## config.mk

```make
export PLATFORM = sky130hd
export DESIGN_NAME = uart_tx_fifo
export DESIGN_NICKNAME = d
export VERILOG_FILES = /design/src/rtl/uart_tx_fifo_pkg.sv /design/src/rtl/sync_fifo.sv /design/src/rtl/uart_tx_fifo.sv
export SDC_FILE = /design/constraint.sdc
export NUM_CORES = 1
export LEC_CHECK = 0
export BUFFER_PORTS_ARGS = -buffer_cell sky130_fd_sc_hd__buf_2
export CAP_MARGIN = 0
export CORE_MARGIN = 2
export CORE_UTILIZATION = 30
export DETAILED_ROUTE_END_ITERATION = 10
export PLACE_DENSITY_LB_ADDON = 0.08
export SLEW_MARGIN = 10
export SYNTH_ARGS = -nofsm -noshare
export SYNTH_HDL_FRONTEND = slang
export SYNTH_SLANG_ARGS = --single-unit
```

## constraint.sdc

```tcl
create_clock -name clk_i_w -period 2.55 [get_ports clk_i_w]
set_input_delay 0.6375 -clock clk_i_w [delete_from_list [all_inputs] [get_ports clk_i_w]]
set_output_delay 0.6375 -clock clk_i_w [all_outputs]
set_load 0.01 [all_outputs]
```

## src/rtl/uart_tx_fifo_pkg.sv

```systemverilog
// Shared definitions for the buffered UART transmitter: FSM state encodings
// and status-bit positions, so status decoders elsewhere use the same map.
package uart_tx_fifo_pkg;

   typedef enum logic [1:0] {
      ST_IDLE  = 2'd0,
      ST_START = 2'd1,
      ST_DATA  = 2'd2,
      ST_STOP  = 2'd3
   } tx_state_e;

   localparam int STA_BUSY = 0;
   localparam int STA_FULL = 1;

endpackage

```

## src/rtl/sync_fifo.sv

```systemverilog
// Synchronous FIFO with flush, occupancy level and combinational head read.
// A push while full is accepted only when a pop frees the head slot in the same cycle.
module sync_fifo #(
   parameter int WIDTH = 8,
   parameter int DEPTH = 8
) (
   input  logic                     clk_i,
   input  logic                     rst_n_i,
   input  logic                     push_i,
   input  logic                     pop_i,
   input  logic                     flush_i,
   input  logic [WIDTH-1:0]         wdata_i,
   output logic [WIDTH-1:0]         rdata_o,
   output logic                     full_o,
   output logic                     empty_o,
   output logic [$clog2(DEPTH):0]   level_o
);

   localparam int AW = $clog2(DEPTH);
   localparam int LW = AW + 1;

   logic [WIDTH-1:0] mem_q [DEPTH];
   logic [AW-1:0]    wptr_q;
   logic [AW-1:0]    rptr_q;
   logic [LW-1:0]    level_q;
   logic             do_push;
   logic             do_pop;

   assign full_o  = (level_q == LW'(DEPTH));
   assign empty_o = (level_q == '0);
   assign level_o = level_q;
   assign rdata_o = mem_q[rptr_q];

   // Flush wins over both push and pop; the caller may still consume rdata_o.
   assign do_pop  = pop_i & ~empty_o & ~flush_i;
   assign do_push = push_i & ~flush_i & (~full_o | do_pop);

   always_ff @(posedge clk_i) begin
      if (do_push) mem_q[wptr_q] <= wdata_i;
   end

   always_ff @(posedge clk_i or negedge rst_n_i) begin
      if (!rst_n_i) begin
         wptr_q  <= '0;
         rptr_q  <= '0;
         level_q <= '0;
      end else if (flush_i) begin
         wptr_q  <= '0;
         rptr_q  <= '0;
         level_q <= '0;
      end else begin
         if (do_push) wptr_q <= wptr_q + AW'(1);
         if (do_pop)  rptr_q <= rptr_q + AW'(1);
         case ({do_push, do_pop})
            2'b10:   level_q <= level_q + LW'(1);
            2'b01:   level_q <= level_q - LW'(1);
            default: level_q <= level_q;
         endcase
      end
   end

endmodule

```

## src/rtl/uart_tx_fifo.sv

```systemverilog
// Buffered UART transmitter: FIFO of characters serialised LSB first with a
// baud down-timed frame FSM and a sticky overflow flag.
//
// state    | meaning
// ST_IDLE  | line high, pops the head when enabled and FIFO non-empty
// ST_START | start bit (low) for CLK_DIV cycles
// ST_DATA  | DATA_BITS data bits, LSB first, CLK_DIV cycles each
// ST_STOP  | stop bit(s) (high) for STOP_BITS*CLK_DIV cycles
module uart_tx_fifo
   import uart_tx_fifo_pkg::*;
#(
   parameter int CLK_DIV    = 16,
   parameter int FIFO_DEPTH = 8,
   parameter int DATA_BITS  = 8,
   parameter int STOP_BITS  = 1
) (
   input  logic                          clk_i_w,
   input  logic                          rst_i_w,
   input  logic                          en_i_w,
   input  logic                          wr_i_w,
   input  logic [DATA_BITS-1:0]          wdat_i_w,
   input  logic                          flush_i_w,
   input  logic                          clr_ovf_i_w,
   output logic [1:0]                    sta_o_r,
   output logic [$clog2(FIFO_DEPTH):0]   level_o_r,
   output logic                          ovf_o_r,
   output logic                          txd_o_r
);

   localparam int BW = $clog2(CLK_DIV);
   localparam int IW = $clog2(DATA_BITS);

   tx_state_e            state_q;
   logic [BW-1:0]        baud_q;
   logic [IW-1:0]        bit_q;
   logic [DATA_BITS-1:0] shift_q;
   logic                 txd_q;
   logic                 ovf_q;
   logic                 ovf_d;

   logic [DATA_BITS-1:0] fifo_rdata;
   logic                 fifo_full;
   logic                 fifo_empty;
   logic                 pop;
   logic                 bit_end;

   assign pop     = (state_q == ST_IDLE) & en_i_w & ~fifo_empty;
   assign bit_end = (baud_q == BW'(CLK_DIV - 1));

   sync_fifo #(
      .WIDTH (DATA_BITS),
      .DEPTH (FIFO_DEPTH)
   ) u_fifo (
      .clk_i   (clk_i_w),
      .rst_n_i (rst_i_w),
      .push_i  (wr_i_w),
      .pop_i   (pop),
      .flush_i (flush_i_w),
      .wdata_i (wdat_i_w),
      .rdata_o (fifo_rdata),
      .full_o  (fifo_full),
      .empty_o (fifo_empty),
      .level_o (level_o_r)
   );

   // A dropped push outranks a same-cycle clear so no overflow goes unreported.
   always_comb begin
      ovf_d = ovf_q;
      if (clr_ovf_i_w) ovf_d = 1'b0;
      if (wr_i_w && !flush_i_w && fifo_full && !pop) ovf_d = 1'b1;
   end

   always_ff @(posedge clk_i_w or negedge rst_i_w) begin
      if (!rst_i_w) ovf_q <= 1'b0;
      else          ovf_q <= ovf_d;
   end

   always_ff @(posedge clk_i_w or negedge rst_i_w) begin
      if (!rst_i_w) begin
         state_q <= ST_IDLE;
         baud_q  <= '0;
         bit_q   <= '0;
         shift_q <= '0;
         txd_q   <= 1'b1;
      end else begin
         case (state_q)
            ST_IDLE: begin
               txd_q <= 1'b1;
               if (pop) begin
                  shift_q <= fifo_rdata;
                  baud_q  <= '0;
                  txd_q   <= 1'b0;
                  state_q <= ST_START;
               end
            end
            ST_START: begin
               if (bit_end) begin
                  baud_q  <= '0;
                  bit_q   <= '0;
                  txd_q   <= shift_q[0];
                  state_q <= ST_DATA;
               end else begin
                  baud_q <= baud_q + BW'(1);
               end
            end
            ST_DATA: begin
               if (bit_end) begin
                  baud_q <= '0;
                  if (bit_q == IW'(DATA_BITS - 1)) begin
                     bit_q   <= '0;
                     txd_q   <= 1'b1;
                     state_q <= ST_STOP;
                  end else begin
                     bit_q   <= bit_q + IW'(1);
                     shift_q <= shift_q >> 1;
                     txd_q   <= shift_q[1];
                  end
               end else begin
                  baud_q <= baud_q + BW'(1);
               end
            end
            ST_STOP: begin
               if (bit_end) begin
                  baud_q <= '0;
                  if (bit_q == IW'(STOP_BITS - 1)) begin
                     bit_q   <= '0;
                     state_q <= ST_IDLE;
                  end else begin
                     bit_q <= bit_q + IW'(1);
                  end
               end else begin
                  baud_q <= baud_q + BW'(1);
               end
            end
            default: state_q <= ST_IDLE;
         endcase
      end
   end

   assign sta_o_r[STA_BUSY] = (state_q != ST_IDLE) | ~fifo_empty;
   assign sta_o_r[STA_FULL] = fifo_full;
   assign ovf_o_r           = ovf_q;
   assign txd_o_r           = txd_q;

endmodule

```

# --- Word level (Yosys, flattened, before mapping) ---
# Memory sizes are Yosys's and may differ from the RTL's.
# Index checks and enable logic that the tools add are counted.
totals:
  ramBits: 64
  mem_count: 1
  ff_bits: 29
mem_list:
  columns: ["name", "depth", "width", "read_ports", "rd_ports_with_merged_regs", "write_ports", "line", "source"]
  rows:
  - ["u_fifo.mem_q", 8, 8, 1, 0, 1, "sync_fifo.sv:22", "logic [WIDTH-1:0] mem_q [DEPTH];"]
classes:
  add_sub_neg: 6
  reduce_logical: 21
  eq_ne: 15
  n_bitwise: 11
  mux: 35
op_table:
  columns: ["op", "n"]
  rows:
  - ["$mux 3", 9]
  - ["$mux 8", 3]
  - ["$pmux 4 s2", 2]
  - ["$pmux 8 s2", 1]
  - ["$ne 2x2->1 const B", 7]
  - ["$mux 2", 6]
  - ["$mux 4", 3]
  - ["$reduce_bool 2->1", 5]
  - ["$add 3x1->3 const B", 3]
  - ["$pmux 3 s3", 1]
  - ["$reduce_bool 3->1", 3]
  - ["$add 4x1->4 const B", 2]
  - ["$eq 4x4->1 const B", 2]
  - ["$mux 1", 8]
  - ["$pmux 2 s4", 1]
  - ["$reduce_and 4->1", 2]
  - ["$and 1x1->1", 6]
  - ["$eq 2x2->1 const B", 3]
  - ["$reduce_and 6->1", 1]
  - ["$eq 2x1->1 const B", 2]
  - ["$logic_not 4->1", 1]
  - ["$sub 4x1->4 const B", 1]
  - ["$eq 3x3->1 const B", 1]
  - ["$logic_and 1x1->1", 3]
  - ["other kinds (8)", 12]

# --- Depth between registers and ports, before layout ---
logic_depth:
  word_depth: 10
  mapped_depth: 10

# --- Hierarchy ---
# Synthesis repeated with hierarchy kept, for this count alone.
unflattened:
  cells_unflattened: 281
  hier_area_um2: 4334.2
modules_own_cells:
  columns: ["mod", "seq_area_each_um2", "cells_each", "area_each_um2", "n_inst"]
  rows:
  - ["sync_fifo", 2172.1, 178, 3221.8, 1]
  - ["uart_tx_fifo", 476.7, 103, 1112.3, 1]

# --- Worst setup path after synthesis ---
# No wires, ideal clock.
synth_timing:
  path_kind: "register -> register"
  from: "register state_q[0]"
  to: "memory u_fifo.mem_q[0][0] (enable)"
  setup_time_ps: 383
  arrival_ps: 2176
  stages_incl_launch_ff: 7
  path_buffers: 0
  setup_slack_ps: -10
  cell_sequence: "dfrtp_1 -> inv_1 -> ha_1 -> nand2_1 -> nand3_1 -> or4b_4 -> nor3_1"
synth_between:
  elab_chain_cells: 9
synth_lines:
  columns: ["item", "line", "source"]
  rows:
  - ["start: declaration", "uart_tx_fifo.sv:33", "tx_state_e state_q;"]
  - ["start signal: assignment", "uart_tx_fifo.sv:80", "state_q <= ST_IDLE;"]
  - ["start signal: assignment", "uart_tx_fifo.sv:93", "state_q <= ST_START;"]
  - ["start signal: assignment", "uart_tx_fifo.sv:101", "state_q <= ST_DATA;"]
  - ["$logic_not 2->1", "uart_tx_fifo.sv:47", "assign pop = (state_q == ST_IDLE) & en_i_w & ~fifo_empty;"]
  - ["$and 1x1->1 (2 in a row)", "uart_tx_fifo.sv:47", null]
  - ["$and 1x1->1 (2 in a row)", "sync_fifo.sv:35", "assign do_pop = pop_i & ~empty_o & ~flush_i;"]
  - ["$or 1x1->1", "sync_fifo.sv:36", "assign do_push = push_i & ~flush_i & (~full_o | do_pop);"]
  - ["$and 1x1->1", "sync_fifo.sv:36", null]
  - ["$mux 1", "sync_fifo.sv:39", "if (do_push) mem_q[wptr_q] <= wdata_i;"]
  - ["$mux 1 (not written as such)", "sync_fifo.sv:39", null]
  - ["end: declaration", "sync_fifo.sv:22", null]
# Every way passes these cells.

# --- Worst setup path in the final report ---
layout_timing:
  from: "register u_fifo.level_q[1] (netlist: u_fifo.level_o[1])"
  to: "output sta_o_r[0]"
layout_between:
  elab_chain_cells: 3
layout_lines:
  columns: ["item", "line", "source"]
  rows:
  - ["start: declaration", "sync_fifo.sv:25", "logic [LW-1:0] level_q;"]
  - ["start signal: assignment", "sync_fifo.sv:55", "2'b10: level_q <= level_q + LW'(1);"]
  - ["start signal: assignment", "sync_fifo.sv:56", "2'b01: level_q <= level_q - LW'(1);"]
  - ["start signal: assignment", "sync_fifo.sv:57", "default: level_q <= level_q;"]
  - ["$logic_not 4->1", "sync_fifo.sv:30", "assign empty_o = (level_q == '0);"]
  - ["$not 1->1", "uart_tx_fifo.sv:140", "assign sta_o_r[STA_BUSY] = (state_q != ST_IDLE) | ~fifo_empty;"]
  - ["$or 1x1->1", "uart_tx_fifo.sv:140", null]
  - ["end: declaration", "uart_tx_fifo.sv:24", "output logic [1:0] sta_o_r,"]
# Every way passes these cells.

==> flow_metrics.py <==
metrics = {
    "outcome": {
        "status": "finished, final reports clean",
    },
    "route": {
        "first_pass_iters": 5,
        "drc": 0,
        "drt_iter0_markers": 132,
        "routedWlPerCell_um": 16.4,
        "via_per_inst": 4.57,
        "drt_wl_total_um": 8250,
        "via_count": 2301,
        "ant_nets": 0,
    },
    "placed_design": {
        "pre_cts_ws_ns": 0.256,
        "place_area_um2": 4570,
        "gp_congestion": 0.713,
        "portBuffers": 21,
        "dp.final_hpwl_um": 5390,
    },
    "die": {
        "die_h_um": 122,
        "fp-row-count": 43,
        "dieArea_um2": 14900,
        "die_x_um": 122,
        "core_region_area_um2": 13700,
        "initial_core_util_pct": 30.4,
        "io_pins": 22,
    },
    "clock_network": {
        "post-cts-setup-buffers": 0,
        "cts_tree": "yes",
        "clock-root-buffer": "clkbuf_16",
        "postCtsResizedCells": 0,
        "holdBufCountCts": 0,
        "clk_latency_ns": 0.34,
        "cts.sinks": 93,
        "path_clk_slew_ns": 0.06,
        "cts_buffers": 9,
        "h-tree-depth": 3,
        "clk_path_buf_depth": 2,
    },
    "logic_synthesis": {
        "synth_cells": 280,
        "synthMuxAreaShare_pct": 12.4,
        "synth_edf_count": 64,
        "ys_seq_area_share_pct": 63.5,
        "synthAdderAreaFrac_pct": 4.38,
        "synth_warnings": 0,
        "synth_area_per_cell_um2": 14.9,
        "syn-num-nets": 308,
        "async_flop_share_pct": 31.2,
        "yosys.area.top_type": "edfxtp_1",
        "ys.flop_type": "edfxtp_1",
        "ys_types": 48,
        "synth.area.top_cells": "edfxtp_1 46%, dfrtp_1 17%, mux4_2 8.6%, ha_1 3.9%, o21ai_0 2.8%",
        "synth_top_family_by_area": "multiplexers",
        "synth_most_common_cell": "edfxtp_1",
        "synth-xor-area-share_pct": 1.26,
        "synth_top_area_share_pct": 46.1,
        "ys_seq_elements": 93,
        "synth_compound_area_share_pct": 7.23,
        "synth_area_um2": 4170,
        "yosys-top-cells-count": "64 x edfxtp_1, 29 x nand2_1, 28 x dfrtp_1",
        "synthSimpleGateAreaFrac_pct": 8.28,
    },
    "run": {
        "maxCapViolCount": 0,
    },
    "global_routing": {
        "overflow": 0,
        "grt_start_max_net_pins": 30,
        "grt_pass1_vias": 2384,
        "grt_usage_pct": 12.4,
        "grt_pass1_wl_um": 13300,
        "antenna_found_initial": 0,
    },
    "timing": {
        "period_share_pct": 87.6,
        "rsz0062_at_grt": "no",
        "fmax_ghz": 0.448,
        "finalHoldViolCount": 0,
        "min_period_ns": 2.23,
        "tightest_slew_ns": 0.674,
        "fin_skew_ns": 0.00471,
        "final.setup.tns_ns": 0,
        "setup_viol": 0,
        "drv_slew": 0,
        "fin_ws_ns": 0.316,
        "relSlewSlack_pct": 55.1,
    },
    "critical_path": {
        "crit_path_max_incr_delay_ns": 0.48,
        "rr_worst_depth": 10,
        "crit_cells": 4,
        "cpLargestDelayFamily": "flip-flops",
        "crit_chain": "nor4_4 -> buf_4 -> nand2_1 -> buf_2",
        "path_buf_inv": 2,
        "slowest_stage": "dfrtp_1",
        "crit_fanout": 7,
        "critPathCaptureType": "output port",
        "critical_path_arrival_ns": 1.60,
        "critical_path_class": "reg2out",
        "crit_required_ns": 1.91,
        "crit_path_start_kind": "register",
    },
    "pwr": {
        "ir_drop_mv": 0.288,
        "p_per_area_nw_per_um2": 701,
        "power_leakage_uw": 0.00179,
    },
    "worst_hold_path": {
        "hold_path.class": "in2async",
    },
    "cells_and_area": {
        "drive_above_1_share_pct": 25.3,
        "num-nets-final": 348,
        "final_design_area_no_fill_um2": 4880,
        "n_antenna_cell": 0,
        "area_growth_syn_to_layout_pct": 17.0,
    },
}
[metal layers]
layer	GRT usage, %	vias to the layer above	wire length (µm)
met1	16.4	1135	3910
met4	6.03	0	198
met5	0	-	0
met3	2.25	12	168
li1	-	1130	-
met2	19.9	24	3970
[metrics by stage]
stage	power [µW]	cells	hold slack, ns	util [%]
2_1_floorplan	1910	280	0.342	-
5_1_grt	3590	504	0.399	35.6
6_report	3420	504	0.328	35.6
3_5_place_dp	2050	489	0.472	33.3
3_3_place_gp	2050	489	0.459	33.3
4_1_cts	3480	504	0.358	35.6
[placed cells by master (no fill, tap or decap), drive strengths merged, types with 9 or more instances in the layout]
cell | Yosys | routed
buf | 6 | 39
clkbuf | 3 | 9
dfrtp | 28 | 28
edfxtp | 64 | 64
ha | 13 | 13
inv | 10 | 11
mux2i | 11 | 11
mux4 | 16 | 16
nand2 | 29 | 29
nor2 | 18 | 18
o21ai | 26 | 26
[state kept, by name (all words and copies together), names as in the netlist]
signal / count
u_fifo.mem_q: 64
shift_q: 8
baud_q: 4
u_fifo.level_o: 4
bit_q: 3
u_fifo.rptr_q: 3
u_fifo.wptr_q: 3
state_q: 2
ovf_o_r: 1
txd_o_r: 1
[report_power, final]
part,switching (µW),internal (µW),leakage (µW)
logic,163,129,0.000683
registers,58.9,1660,0.000956
clock network,561,853,0.000153
[path summary, 6_finish.rpt]
path,from,endpoint,slack [ns]
max reg2reg,state_q[0],u_fifo.level_o[3],0.33
min,rst_i_w,u_fifo.level_o[2],0.33
max in group asynchronous,rst_i_w,shift_q[3],1.78
min in group clk_i_w,clr_ovf_i_w,ovf_o_r,0.47
min reg2reg,shift_q[6],shift_q[6],0.48
max,u_fifo.level_o[1],sta_o_r[0],0.32
[cells by family after synthesis]
group / count (synthesis)
simple gates: 70
compound gates: 46
flops: 93
fa+ha+maj: 14
mux: 31
buf+inv: 20
xor+xnor: 6
[final cells by class]
cell class / instances / area, µm²
fill: 1334 / 8840
sequential: 93 / 2650
multi-input combinational: 167 / 1400
timing repair buffer: 39 / 253
clock buffer: 9 / 225
tap: 180 / 225
clock inverter: 6 / 86.3
inverter: 10 / 37.5
Power figures use the tool's default switching activity.
